**src/rtl/sorter_pkg.sv**
```systemverilog
// sorter_pkg: shared constants, rank type and FSM encoding
// for the 4-lane sorter transmit path.
package sorter_pkg;

  localparam int DATA_W    = 4;
  localparam int NUM_LANES = 4;

  typedef logic [1:0] rank_t;

  typedef enum logic {
    IDLE = 1'b0,
    SEND = 1'b1
  } state_t;

  // Rank emitted on beat k for the chosen direction.
  function automatic rank_t rankOf(
    input logic  desc,
    input rank_t k
  );
    return desc ? rank_t'(2'd3 - k) : k;
  endfunction

endpackage

```
**src/rtl/sorted_check4.sv**
```systemverilog
// sorted_check4: combinational unsigned A<=B<=C<=D test,
// shared by the transmitter and sorter4 benches.
module sorted_check4
  import sorter_pkg::*;
#(
  parameter int WIDTH = DATA_W
) (
  input  logic [WIDTH-1:0] a,
  input  logic [WIDTH-1:0] b,
  input  logic [WIDTH-1:0] c,
  input  logic [WIDTH-1:0] d,
  output logic             isSorted
);

  assign isSorted = (a <= b) && (b <= c) && (c <= d);

endmodule

```
**src/rtl/sorted_stream_tx.sv**
```systemverilog
// sorted_stream_tx: buffers one sorted tuple per handshake and
// serialises it as ranked beats, flagging out-of-order tuples.
module sorted_stream_tx
  import sorter_pkg::*;
#(
  parameter int WIDTH = DATA_W,
  parameter int LANES = NUM_LANES,
  parameter int ERRW  = 8
) (
  input  logic             clk,
  input  logic             rst,
  input  logic             in_valid,
  output logic             in_ready,
  input  logic [WIDTH-1:0] InA,
  input  logic [WIDTH-1:0] InB,
  input  logic [WIDTH-1:0] InC,
  input  logic [WIDTH-1:0] InD,
  input  logic             in_desc,
  output logic             out_valid,
  input  logic             out_ready,
  output logic [WIDTH-1:0] out_data,
  output rank_t            out_idx,
  output logic             out_last,
  output logic             order_err,
  output logic [ERRW-1:0]  err_count
);

  state_t           stateQ;
  logic [WIDTH-1:0] tupleQ [LANES];
  logic             descQ;
  rank_t            beatQ;

  logic  isSorted;
  logic  handoff;
  logic  accept;
  rank_t nextBeat;
  rank_t nextRank;

  sorted_check4 #(.WIDTH(WIDTH)) check (
    .a        (InA),
    .b        (InB),
    .c        (InC),
    .d        (InD),
    .isSorted (isSorted)
  );

  assign handoff  = out_valid & out_ready;
  // Reload on the last handoff keeps tuples back-to-back.
  assign in_ready = ~rst & ((stateQ == IDLE) | (handoff & out_last));
  assign accept   = in_valid & in_ready;
  assign nextBeat = beatQ + 2'd1;
  assign nextRank = rankOf(descQ, nextBeat);

  always_ff @(posedge clk) begin
    if (rst) begin
      stateQ    <= IDLE;
      tupleQ    <= '{default: '0};
      descQ     <= 1'b0;
      beatQ     <= '0;
      out_valid <= 1'b0;
      out_data  <= '0;
      out_idx   <= '0;
      out_last  <= 1'b0;
      order_err <= 1'b0;
      err_count <= '0;
    end else begin
      order_err <= 1'b0;
      if (accept) begin
        stateQ    <= SEND;
        tupleQ    <= '{InA, InB, InC, InD};
        descQ     <= in_desc;
        beatQ     <= '0;
        out_valid <= 1'b1;
        out_data  <= in_desc ? InD : InA;
        out_idx   <= rankOf(in_desc, 2'd0);
        out_last  <= 1'b0;
        if (!isSorted) begin
          order_err <= 1'b1;
          if (err_count != '1) begin
            err_count <= err_count + 1'b1;
          end
        end
      end else if (handoff) begin
        if (out_last) begin
          stateQ    <= IDLE;
          beatQ     <= '0;
          out_valid <= 1'b0;
          out_last  <= 1'b0;
        end else begin
          beatQ    <= nextBeat;
          out_data <= tupleQ[nextRank];
          out_idx  <= nextRank;
          out_last <= (nextBeat == 2'd3);
        end
      end
    end
  end

endmodule

```
**config.mk**
```make
export PLATFORM = sky130hd
export DESIGN_NAME = sorted_stream_tx
export DESIGN_NICKNAME = d
export VERILOG_FILES = /design/src/rtl/sorter_pkg.sv /design/src/rtl/sorted_check4.sv /design/src/rtl/sorted_stream_tx.sv
export SDC_FILE = /design/constraint.sdc
export NUM_CORES = 1
export LEC_CHECK = 0
export ABC_CLOCK_PERIOD_IN_PS = 3650
export BUFFER_PORTS_ARGS = -buffer_cell sky130_fd_sc_hd__buf_2
export CORE_UTILIZATION = 45
export DETAILED_ROUTE_END_ITERATION = 6
export PLACE_DENSITY_LB_ADDON = 0.2
export SYNTH_ARGS = -nofsm -noshare
export SYNTH_HDL_FRONTEND = slang
export SYNTH_SLANG_ARGS = --single-unit
export TNS_END_PERCENT = 50
```
**constraint.sdc**
```tcl
create_clock -name clk -period 3.65 [get_ports clk]
set_input_delay 0.5475 -clock clk [delete_from_list [all_inputs] [get_ports clk]]
set_output_delay 0.5475 -clock clk [all_outputs]
set_load 0.03 [all_outputs]
```
# [Word-level counts from Yosys, hierarchy flattened]
# Index checks and enable logic that the tools add are counted.
[totals] ff_bits=36 in_bits=21 word_cells=59
[classes] add_sub_neg=3 n_lt_le_gt_ge=4 n_eq_ne=3 mux=18 bitwise=10 reduce_logical=9
[ops] cell="two-way mux 4 bit" count=6
[ops] cell="<= comparator 4 bit" count=3
[ops] cell="two-way mux 2 bit" count=6
[ops] cell="adder 8 x 1 -> 8 bit, second input constant" count=1
[ops] cell="binary-select mux 4 bit (select 2 bit)" count=1
[ops] cell="!= test 8 bit, second input constant" count=1
[ops] cell="two-way mux 1 bit" count=5
[ops] cell="AND 1 bit" count=4
[ops] cell="NOT 1 bit" count=4
[ops] cell="AND reduction 2 bit" count=2
[ops] cell="nonzero test 2 bit" count=2
[ops] cell="OR reduction 2 bit" count=2
[ops] cell=">= comparator 3 bit, second input constant" count=1
[ops] cell="NOT 2 -> 3 bit" count=1
[ops] cell="AND reduction 3 bit" count=1
[ops] cell="adder 2 x 1 -> 2 bit, second input constant" count=1
[ops] cell="equality test 2 bit, second input constant" count=1
[ops] cell="logical AND 1 bit" count=2
[ops] cell="!= test 2 x 1 -> 1 bit, second input constant" count=1
[ops] cell="subtractor 2 bit, first input constant" count=1
[ops] cell="OR 1 bit" count=1

# [Longest topological paths before layout]
# Gate-level depths: netlist (run 1).
[logic_depth] ltp_word=10 depth_mapped=9 depth_no_buf=8

# [Modules after synthesis]
# A second synthesis (run 1) with hierarchy kept.
[hier_totals] cells_unflattened=251 hier_area_um2=2019.4
[modules_own_cells] mod="sorted_stream_tx" n_inst=1 cells_each=211 area_per_inst_um2=1719.1 seq_area_each_um2=720.7
[modules_own_cells] mod="sorted_check4" n_inst=1 cells_each=40 area_per_inst_um2=300.3 seq_area_each_um2=0.0

# [Least setup slack after synthesis (run 1)]
# No wires, ideal clock.
[synth_timing] kind="input port to flip-flop" from="in InB[3]" to="reg err_count[3]" arrival_time_ns=2.156 t_required_ns=3.579 path_slack_ns=1.423 stages=9 path_cell_list="inv_1 -> ha_1 -> nand4_1 -> o31ai_1 -> o32a_1 -> a211o_1 -> buf_6 -> or3_1 -> a21oi_1"
[synth_via] elab_chain_len=5 elab_cells_between_ends=6
[synth_lines] item="start, declared" line_no="sorted_stream_tx.sv:15" text="input logic [WIDTH-1:0] InB,"
[synth_lines] item="<= comparator 4 bit" line_no="sorted_check4.sv:15" text="assign isSorted = (a <= b) && (b <= c) && (c <= d);"
[synth_lines] item="logical AND 1 bit * (2 in a row)" line_no="sorted_check4.sv:15"
[synth_lines] item="NOT 1 bit (no source line) *"
[synth_lines] item="AND reduction 3 bit (no source line) *"
[synth_lines] item="end signal, assigned" line_no="sorted_stream_tx.sv:80" text="err_count <= err_count + 1'b1;"
[synth_lines] item="end, declared" line_no="sorted_stream_tx.sv:25" text="output logic [ERRW-1:0] err_count"
# Mark *: on every way between the ends. The rest lies on a longest branch, timed or not.
# A chain may end at the register's enable or synchronous reset.

# [Final worst setup path (run 1)]
[layout_timing] from="in InA[0]" to="reg err_count[4]"
[layout_via] elab_chain_len=5
[layout_lines] item="start, declared" line_no="sorted_stream_tx.sv:14" text="input logic [WIDTH-1:0] InA,"
[layout_lines] item="<= comparator 4 bit" line_no="sorted_check4.sv:15"
[layout_lines] item="logical AND 1 bit (2 in a row)" line_no="sorted_check4.sv:15"
[layout_lines] item="NOT 1 bit (no source line)"
[layout_lines] item="AND reduction 3 bit (no source line)"
# Every way passes these cells.

==> results_dict.tcl, run 1 <==
set metrics [dict create \
    status "finished clean" \
    slew_viol_final 0 \
    drive_above_1_share 0.1905 \
    grt_first_pass_wirelength_mm 6.541 \
    crit_cells 9 \
    synth_ff_type "dfxtp_1" \
    root_buffer "clkbuf_8" \
    p_clk_frac 0.334 \
    cts_buffers 5 \
    synth_top_cell_area_share 0.3762 \
    synth_edf_count 0 \
    io_buffers 38 \
    die_x_um 67.25 \
    placed_cell_area_um2 2127 \
    setup_violations 0 \
    via_per_inst 5.212 \
    hold-worst-slack_ns 0.4721 \
    overflow 0 \
    whs_path_depth 2 \
    antenna_cells 0 \
    clock_path_buffers 2 \
    worstSetupPathType "in -> reg" \
    final_cell_mix "38 x buf_2, 36 x dfxtp_1, 27 x o21ai_0" \
    grt_max_degree 37 \
    critPathLaunchType "input port" \
    worstPathRequired_ns 3.86 \
    p_per_area_nw_per_um2 388.1 \
    grt_pass1_vias 1365 \
    fp.dieH_um 67.25 \
    min_from "tupleQ[15]" \
    synthTopCellsByArea "dfxtp_1 38%, ha_1 9.1%, o21ai_0 7.1%, nand3b_1 4.7%, mux4_1 4.1%" \
    max_freq_mhz 459.4 \
    cts_tree "built" \
    cp_slowest_stage_delay_ns 0.43 \
    p_comb_frac 0.170 \
    stdcell_count 302 \
    totalWireLength_mm 3.995 \
    crit_chain "buf_2 > inv_1 > ha_1 > nand4_1 > o31ai_1 > o32a_1 > a211o_1 > or3_1 > a21oi_1" \
    min_path_type "reg -> reg" \
    clock_latency_ns 0.28 \
    fp.dieArea_um2 4522 \
    ff2ff_setup_slack_ns 1.76 \
    r2r-start "err_count[0]" \
    final_util 0.5464 \
    cts_hold_buffers 0 \
    post-dp-hpwl_mm 2.921 \
    wl_per_cell_um 13.23 \
    worstMarginPinSlew_ns 0.6175 \
    critPathTopFamily "compound AO/OA/AOI/OAI gates" \
    worstPathMaxFanout 10 \
    postLayoutCellArea_um2 2217 \
    syn_to_final_growth_pct 15.74 \
    post-place-cells 294 \
    finalSetupTns_ns 0 \
    clkTransAtPathRegs_ns 0.07 \
    syn_inst 216 \
    endpoint "err_count[4]" \
    place.gp.congestion 0.8336 \
    grt.total_usage 0.1944 \
    ys_ff_latch 36 \
    min_period_ns 2.177 \
    slowest_stage "a211o_1" \
    path_buf_inv 2 \
    final_common_cell "buf_2" \
    p_int_mw 0.6288 \
    nets 286 \
    switchingPower_mw 0.2316 \
    cts_resized 0 \
    finalClockSkew_ns 0.004621 \
    synthArstFlopShare 0 \
    critPathArrivalTime_ns 2.39 \
    r2r_cells 6 \
    postSynthAreaPerCell_um2 8.868 \
    antenna_found_initial 0 \
    rsz0062_at_grt "false" \
    vias 1574 \
    fin_crit_sh 0.5964 \
    dr.pass1.iters 4 \
    crit_start "InA[0]" \
    cts.htree.levels 2 \
    cts_sinks 36 \
    top_level_ports 39 \
    power.share.sequential 0.496 \
    yosysWarnings 0 \
    worst_slew_margin_rel 0.5869 \
    synth-seq-area-share 0.3762 \
    p_leak_nw 0.9869 \
    pre_cts_ws_ns 1.168 \
    maxCapViolations 0 \
    swShare 0.2692 \
    fp.coreArea_um2 4058 \
    vdd_drop_max_mv 0.2588 \
    setup_slack_ns 1.473 \
    netlist_area_um2 1916 \
    initial_core_util 0.4721 \
    r2r-end "err_count[4]" \
    ant_nets 0 \
    drcViolationCount 0 \
    num_rows 23 \
    ys_types 39 \
    cts_setup_buffers 0 \
    drtIter0Drc 130 \
    synth_top_area_cell "dfxtp_1" \
    nFillCells 390 \
    finalPower_mw 0.8604 \
    hold_violations 0 \
    synth_nets 251 \
    crit_path_end_kind "flip-flop" \
]
## power by group through the flow
stage	Sequential [mW]	Combinational [mW]	Clock (mW)
2_1_floorplan	0.450	0.0888	0
3_3_place_gp	0.436	0.146	0
3_5_place_dp	0.436	0.147	0
4_1_cts	0.427	0.147	0.296
5_1_grt	0.430	0.164	0.317
6_report	0.427	0.146	0.287
## flip-flops by register name (all words and copies together) (netlist names)
register / count
out_idx: 2
out_data: 4
tupleQ: 16
stateQ: 1
beatQ: 2
err_count: 8
descQ: 1
out_last: 1
order_err: 1
## cells by family (layout without fill, tap and decap cells)
| logic type | count (synthesis) | count (layout) | synth area share |
|---|---|---|---|
| compound gates | 59 | 59 | 0.1868 |
| fa+ha+maj | 14 | 14 | 0.09144 |
| buf+inv | 26 | 62 | 0.05486 |
| flops | 36 | 36 | 0.3762 |
| mux | 6 | 6 | 0.06336 |
| simple gates | 72 | 72 | 0.2136 |
| xor+xnor | 3 | 3 | 0.01372 |
## synthesized netlist by cell type, types with 2 or more instances
master / count
xor2_1: 3
or3_1: 4
mux4_1: 3
a21o_1: 2
nand2b_1: 5
mux2i_1: 2
inv_1: 15
and4b_1: 2
dfxtp_1: 36
nand3b_1: 12
and4_1: 2
clkbuf_1: 9
a21oi_1: 13
and3_4: 2
nand2_1: 18
ha_1: 14
nor2_1: 10
a311oi_1: 4
nand3_1: 3
o21ai_0: 27
a211oi_1: 4
nor3_1: 5
nor2b_1: 5
## worst min path at each step
stage	end	slack, ns
after global routing	tupleQ[2]	0.51
after CTS	tupleQ[15]	0.48
after global placement	tupleQ[15]	0.46
final	tupleQ[15]	0.47
after floorplan	tupleQ[13]	0.44
after detailed placement	tupleQ[0]	0.47
## metal layers
metal,up-vias,track usage,part of all wire
met1,697,0.2774,0.52
li1,851,-,-
met2,21,0.2850,0.44
met4,0,0.06383,0.013
met3,5,0.04561,0.028
met5,-,0,0
## worst register-to-register path, cell delays in order, from the launching register on
cell	delay (ns)
dfxtp_1	0.35
ha_1	0.24
and3_4	0.18
and3_4	0.16
a211o_1	0.39
or3_1	0.38
a21oi_1	0.12
## layout make-up
class                   count  area, um^2  share of cell area
clock buffers               8       90.09             0.04063
repair buffers             39       197.7             0.08916
inverters                  15       56.30             0.02539
multi-input cells         154        1090              0.4915
well taps                  50       62.56             0.02822
flip-flops and latches     36       720.7              0.3251
(Power assumes the default switching activity.)
==> run 2: changes to the inputs <==
Settings changed: ABC_CLOCK_PERIOD_IN_PS 3650 to 2300.
Clock period 3.65 ns to 2.3 ns, I/O delays scaled along.
==> results_dict.tcl, run 2 (synthesized netlist as in run 1, its figures left out) <==
set metrics [dict create \
    status "finished clean" \
    final_cell_mix "38 x buf_2, 36 x dfxtp_1, 27 x o21ai_0" \
    ant_nets 0 \
    drtIter0Drc 80 \
    postLayoutCellArea_um2 2253 \
    min_from "InA[3]" \
    worstPathRequired_ns 2.52 \
    syn_to_final_growth_pct 17.64 \
    whs_path_depth 3 \
    via_per_inst 5.298 \
    drt-met1-wl_mm 2.138 \
    cts_buffers 5 \
    min_path_type "in -> reg" \
    max_freq_mhz 503.3 \
    worst_slew_margin_rel 0.6690 \
    place.gp.congestion 0.8882 \
    worstPathMaxFanout 10 \
    grt_first_pass_wirelength_mm 7.051 \
    path_buf_inv 2 \
    fin_crit_sh 0.8638 \
    hold_end "tupleQ[15]" \
    fp.dieArea_um2 4522 \
    clock_path_buffers 2 \
    regMostFlops "tupleQ" \
    cts_sinks 36 \
    cts.htree.levels 2 \
    crit_chain "buf_2 > inv_1 > ha_1 > nand4_1 > o31ai_1 > o32a_1 > a211o_1 > or3_1 > a21oi_1" \
    antenna_cells 0 \
    initial_core_util 0.4721 \
    layout.area.seq_um2 720.7 \
    num_rows 23 \
    finalClockSkew_ns 0.004783 \
    clkTransAtPathRegs_ns 0.07 \
    p_leak_nw 1.012 \
    critPathTopFamily "compound AO/OA/AOI/OAI gates" \
    crit_path_end_kind "flip-flop" \
    maxCapViolations 0 \
    totalWireLength_mm 4.150 \
    r2r-start "err_count[0]" \
    antenna_found_initial 0 \
    highest_layer "met4" \
    hold_violations 0 \
    vdd_drop_max_mv 0.2977 \
    overflow 0 \
    final_common_cell "buf_2" \
    fp.dieH_um 67.25 \
    met2_wirelength_mm 1.832 \
    fp.coreArea_um2 4058 \
    drcViolationCount 0 \
    multiInputGateArea_um2 1090 \
    slowest_stage "a211o_1" \
    r2r-end "err_count[3]" \
    wl_per_cell_um 13.61 \
    final_util 0.5554 \
    dr.pass1.iters 5 \
    worstSetupPathType "in -> reg" \
    cts_resized 0 \
    reg_top3 "tupleQ (16), err_count (8), out_data (4)" \
    die_x_um 67.25 \
    cp_slowest_stage_delay_ns 0.42 \
    finalPower_mw 1.400 \
    slew_viol_final 0 \
    cts_hold_buffers 0 \
    rsz0062_at_grt "false" \
    placed_cell_area_um2 2157 \
    ff2ff_setup_slack_ns 0.40 \
    critPathLaunchType "input port" \
    root_buffer "clkbuf_8" \
    grt_max_degree 36 \
    largest_reg_flops 16 \
    vias 1616 \
    p_per_area_nw_per_um2 621.1 \
    clock_latency_ns 0.28 \
    setup_violations 0 \
    nFillCells 386 \
    nets 290 \
    io_buffers 38 \
    grt_pass1_vias 1468 \
    top_level_ports 39 \
    min_period_ns 1.987 \
    worstMarginPinSlew_ns 0.4949 \
    wl_met3_um 143 \
    post-dp-hpwl_mm 3.022 \
    critPathArrivalTime_ns 2.20 \
    drive_above_1_share 0.2078 \
    cts_setup_buffers 0 \
    r2r_cells 6 \
    finalSetupTns_ns 0 \
    grt.total_usage 0.2092 \
    cts_tree "built" \
]
run 2: changes by cell type in the layout (fill, tap and decap cells not counted), sizes merged:
| cell | delta |
|---|---|
| clkbuf | -1 |
| buf | +4 |
run 2: report_power, final:
group | leakage, nW | total (mW) | internal (mW) | switching, mW
registers | 0.295 | 0.678 | 0.658 | 0.0195
logic | 0.666 | 0.240 | 0.100 | 0.140
clock network | 0.0503 | 0.482 | 0.267 | 0.215
run 2: worst register-to-register path, stage by stage, from the launching register on:
cell	delay, ns
dfxtp_1	0.35
ha_1	0.24
and3_4	0.18
and3_4	0.17
a211o_1	0.38
or3_1	0.39
a21oi_1	0.12
run 2: final cells by class:
cell class | count | area share
Sequential cell | 36 | 0.3198
Tap cell | 50 | 0.02776
Multi-Input combinational cell | 154 | 0.4836
Clock buffer | 7 | 0.04275
Inverter | 15 | 0.02499
Timing Repair Buffer | 43 | 0.1011
run 2: metrics by stage:
step	std cells	hold WS (ns)	worst slack, ns
3_3_place_gp	298	0.4608	0.07062
4_1_cts	305	0.2871	0.3230
3_5_place_dp	298	0.4649	0.02546
6_report	305	0.2946	0.3133
2_1_floorplan	216	0.4448	0.2760
5_1_grt	305	0.3026	0.1709
run 2: metal layers:
metal,track usage,vias to the layer above
li1,-,856
met1,0.2968,727
met2,0.3113,29
met3,0.04054,4
met4,0.07713,0
met5,0,-
run 2: worst max path at each step:
stage	from	endpoint	depth (start not counted)
final	InA[0]	err_count[3]	9
after global routing	InA[0]	err_count[3]	9
after CTS	InA[0]	err_count[3]	9
after detailed placement	InA[0]	err_count[3]	9
after global placement	InA[0]	err_count[4]	9
after floorplan	InB[3]	err_count[3]	9
==> run 3: changes to the inputs <==
Settings changed: ABC_AREA from default to 1.
==> results_dict.tcl, run 3 <==
set metrics [dict create \
    status "finished clean" \
    p_per_area_nw_per_um2 605.2 \
    clkTransAtPathRegs_ns 0.07 \
    setup_slack_ns 0.5567 \
    final_cell_mix "69 x nand2_1, 61 x inv_1, 38 x buf_2" \
    top_level_ports 39 \
    totalWireLength_mm 4.459 \
    grt.total_usage 0.1999 \
    post-dp-hpwl_mm 3.401 \
    fp.coreArea_um2 4384 \
    final_common_cell "nand2_1" \
    worstPathMaxFanout 6 \
    crit_path_end_kind "flip-flop" \
    largest_reg_flops 16 \
    cts_tree "built" \
    stdcell_count 397 \
    p_clk_frac 0.317 \
    worst_slew_margin_rel 0.6653 \
    synth_top_area_cell "dfxtp_1" \
    rsz0062_at_grt "false" \
    pre_cts_ws_ns 0.2913 \
    wl_per_cell_um 11.23 \
    synthTopCellsByCount "69 x nand2_1, 61 x inv_1, 36 x dfxtp_1" \
    netlist_area_um2 2061 \
    clock_path_buffers 2 \
    synthArstFlopShare 0 \
    cts_sinks 36 \
    nFillCells 440 \
    slew_viol_final 0 \
    setup_violations 0 \
    swShare 0.2964 \
    root_buffer "clkbuf_8" \
    p_leak_nw 1.215 \
    maxCapViolations 0 \
    synth_nets 340 \
    synth_ff_type "dfxtp_1" \
    num_rows 24 \
    io_buffers 38 \
    finalPower_mw 1.432 \
    postSynthAreaPerCell_um2 6.756 \
    p_comb_frac 0.207 \
    slowest_stage "dfxtp_1" \
    finalSetupTns_ns 0 \
    worstMarginPinSlew_ns 0.5009 \
    cts_hold_buffers 0 \
    syn_to_final_growth_pct 14.81 \
    hold_violations 0 \
    antenna_cells 0 \
    ys_types 25 \
    synth_most_common_cell "nand2_1" \
    min_path_type "in -> reg" \
    grt_pass1_vias 1773 \
    drive_above_1_share 0.1565 \
    syn_inst 305 \
    clock_latency_ns 0.28 \
    initial_core_util 0.4700 \
    worstPathRequired_ns 2.51 \
    min_period_ns 1.743 \
    max_freq_mhz 573.6 \
    die_x_um 69.67 \
    crit_chain "inv_1 > ha_1 > xor2_2 > inv_1 > o211ai_1 > o211ai_1 > a21oi_1" \
    fin_crit_sh 0.7580 \
    cts_setup_buffers 0 \
    post-place-cells 389 \
    drtIter0Drc 81 \
    synth_edf_count 0 \
    synth-seq-area-share 0.3497 \
    synth_top_cell_area_share 0.3497 \
    worstSetupPathType "reg -> reg" \
    critPathLaunchType "flip-flop" \
    power.share.sequential 0.476 \
    synthTopCellsByArea "dfxtp_1 35%, nand2_1 13%, inv_1 11%, ha_1 8.5%, o21ai_0 5.3%" \
    overflow 0 \
    reg_top3 "tupleQ (16), err_count (8), out_data (4)" \
    drcViolationCount 0 \
    cts_resized 0 \
    antenna_found_initial 0 \
    switchingPower_mw 0.4244 \
    via_per_inst 4.872 \
    vdd_drop_max_mv 0.2447 \
    cp_slowest_stage_delay_ns 0.39 \
    regMostFlops "tupleQ" \
    p_int_mw 1.008 \
    place.gp.congestion 0.8076 \
    grt_first_pass_wirelength_mm 7.907 \
    yosysWarnings 0 \
    fp.dieH_um 69.67 \
    fp.dieArea_um2 4854 \
    ys_ff_latch 36 \
    cts_buffers 5 \
    ant_nets 0 \
    finalClockSkew_ns 0.002943 \
    dr.pass1.iters 4 \
    cts.htree.levels 2 \
    grt_max_degree 29 \
    nets 379 \
    vias 1934 \
    critPathArrivalTime_ns 1.96 \
]
run 3: cells by family (layout without fill, tap and decap cells):
group / count (synthesis) / after routing / share of synthesized area
buf+inv: 72 / 112 / 0.1433
flops: 36 / 36 / 0.3497
xor+xnor: 2 / 2 / 0.01215
fa+ha+maj: 14 / 14 / 0.08500
compound gates: 51 / 51 / 0.1409
simple gates: 130 / 130 / 0.2690
run 3: layout make-up:
type	instances	area, um^2	area share
Multi-Input combinational cell	197	1045	0.4416
Sequential cell	36	720.7	0.3046
Inverter	64	240.2	0.1015
Timing Repair Buffer	40	205.2	0.08673
Clock buffer	8	90.09	0.03808
Tap cell	52	65.06	0.02750
run 3: routing by layer:
layer | share of wire | up-vias | global-route usage
met2 | 0.43 | 52 | 0.3118
met1 | 0.52 | 825 | 0.2816
met5 | 0 | - | 0
li1 | - | 1052 | -
met4 | 0.0090 | 0 | 0.04667
met3 | 0.047 | 5 | 0.04506
run 3: power by group through the flow:
stage | Sequential, mW | Clock [mW] | Combinational (mW)
after floorplan | 0.725 | 0 | 0.190
after global placement | 0.695 | 0 | 0.296
after detailed placement | 0.696 | 0 | 0.298
after CTS | 0.682 | 0.466 | 0.300
after global routing | 0.686 | 0.494 | 0.338
final | 0.682 | 0.454 | 0.297
run 3: path summary, 6_finish.rpt:
check,start,endpoint,slack [ns],cells past startpoint
worst max-delay path,beatQ[0],out_data[1],0.56,7
worst max register to register,beatQ[0],out_data[1],0.56,7
worst min register to register,tupleQ[9],tupleQ[9],0.47,2
worst min-delay path,in_valid,stateQ,0.30,3
run 3: per-stage QoR:
step	hold slack, ns	instance area (um^2)	util
2_1_floorplan	0.4141	2061	-
3_3_place_gp	0.4546	2276	0.5191
3_5_place_dp	0.4596	2276	0.5191
4_1_cts	0.3002	2366	0.5397
5_1_grt	0.3203	2366	0.5397
6_report	0.3010	2366	0.5397
run 3: worst max-delay path, delay by kind of cell, from the launching register on:
kind | cells | cell delay, ns
DFF | 1 | 0.39
AOI/OAI and AO/OA | 3 | 0.39
adders and majority gates | 1 | 0.34
xor gates and xnor gates | 1 | 0.30
buffers and inverters | 2 | 0.25
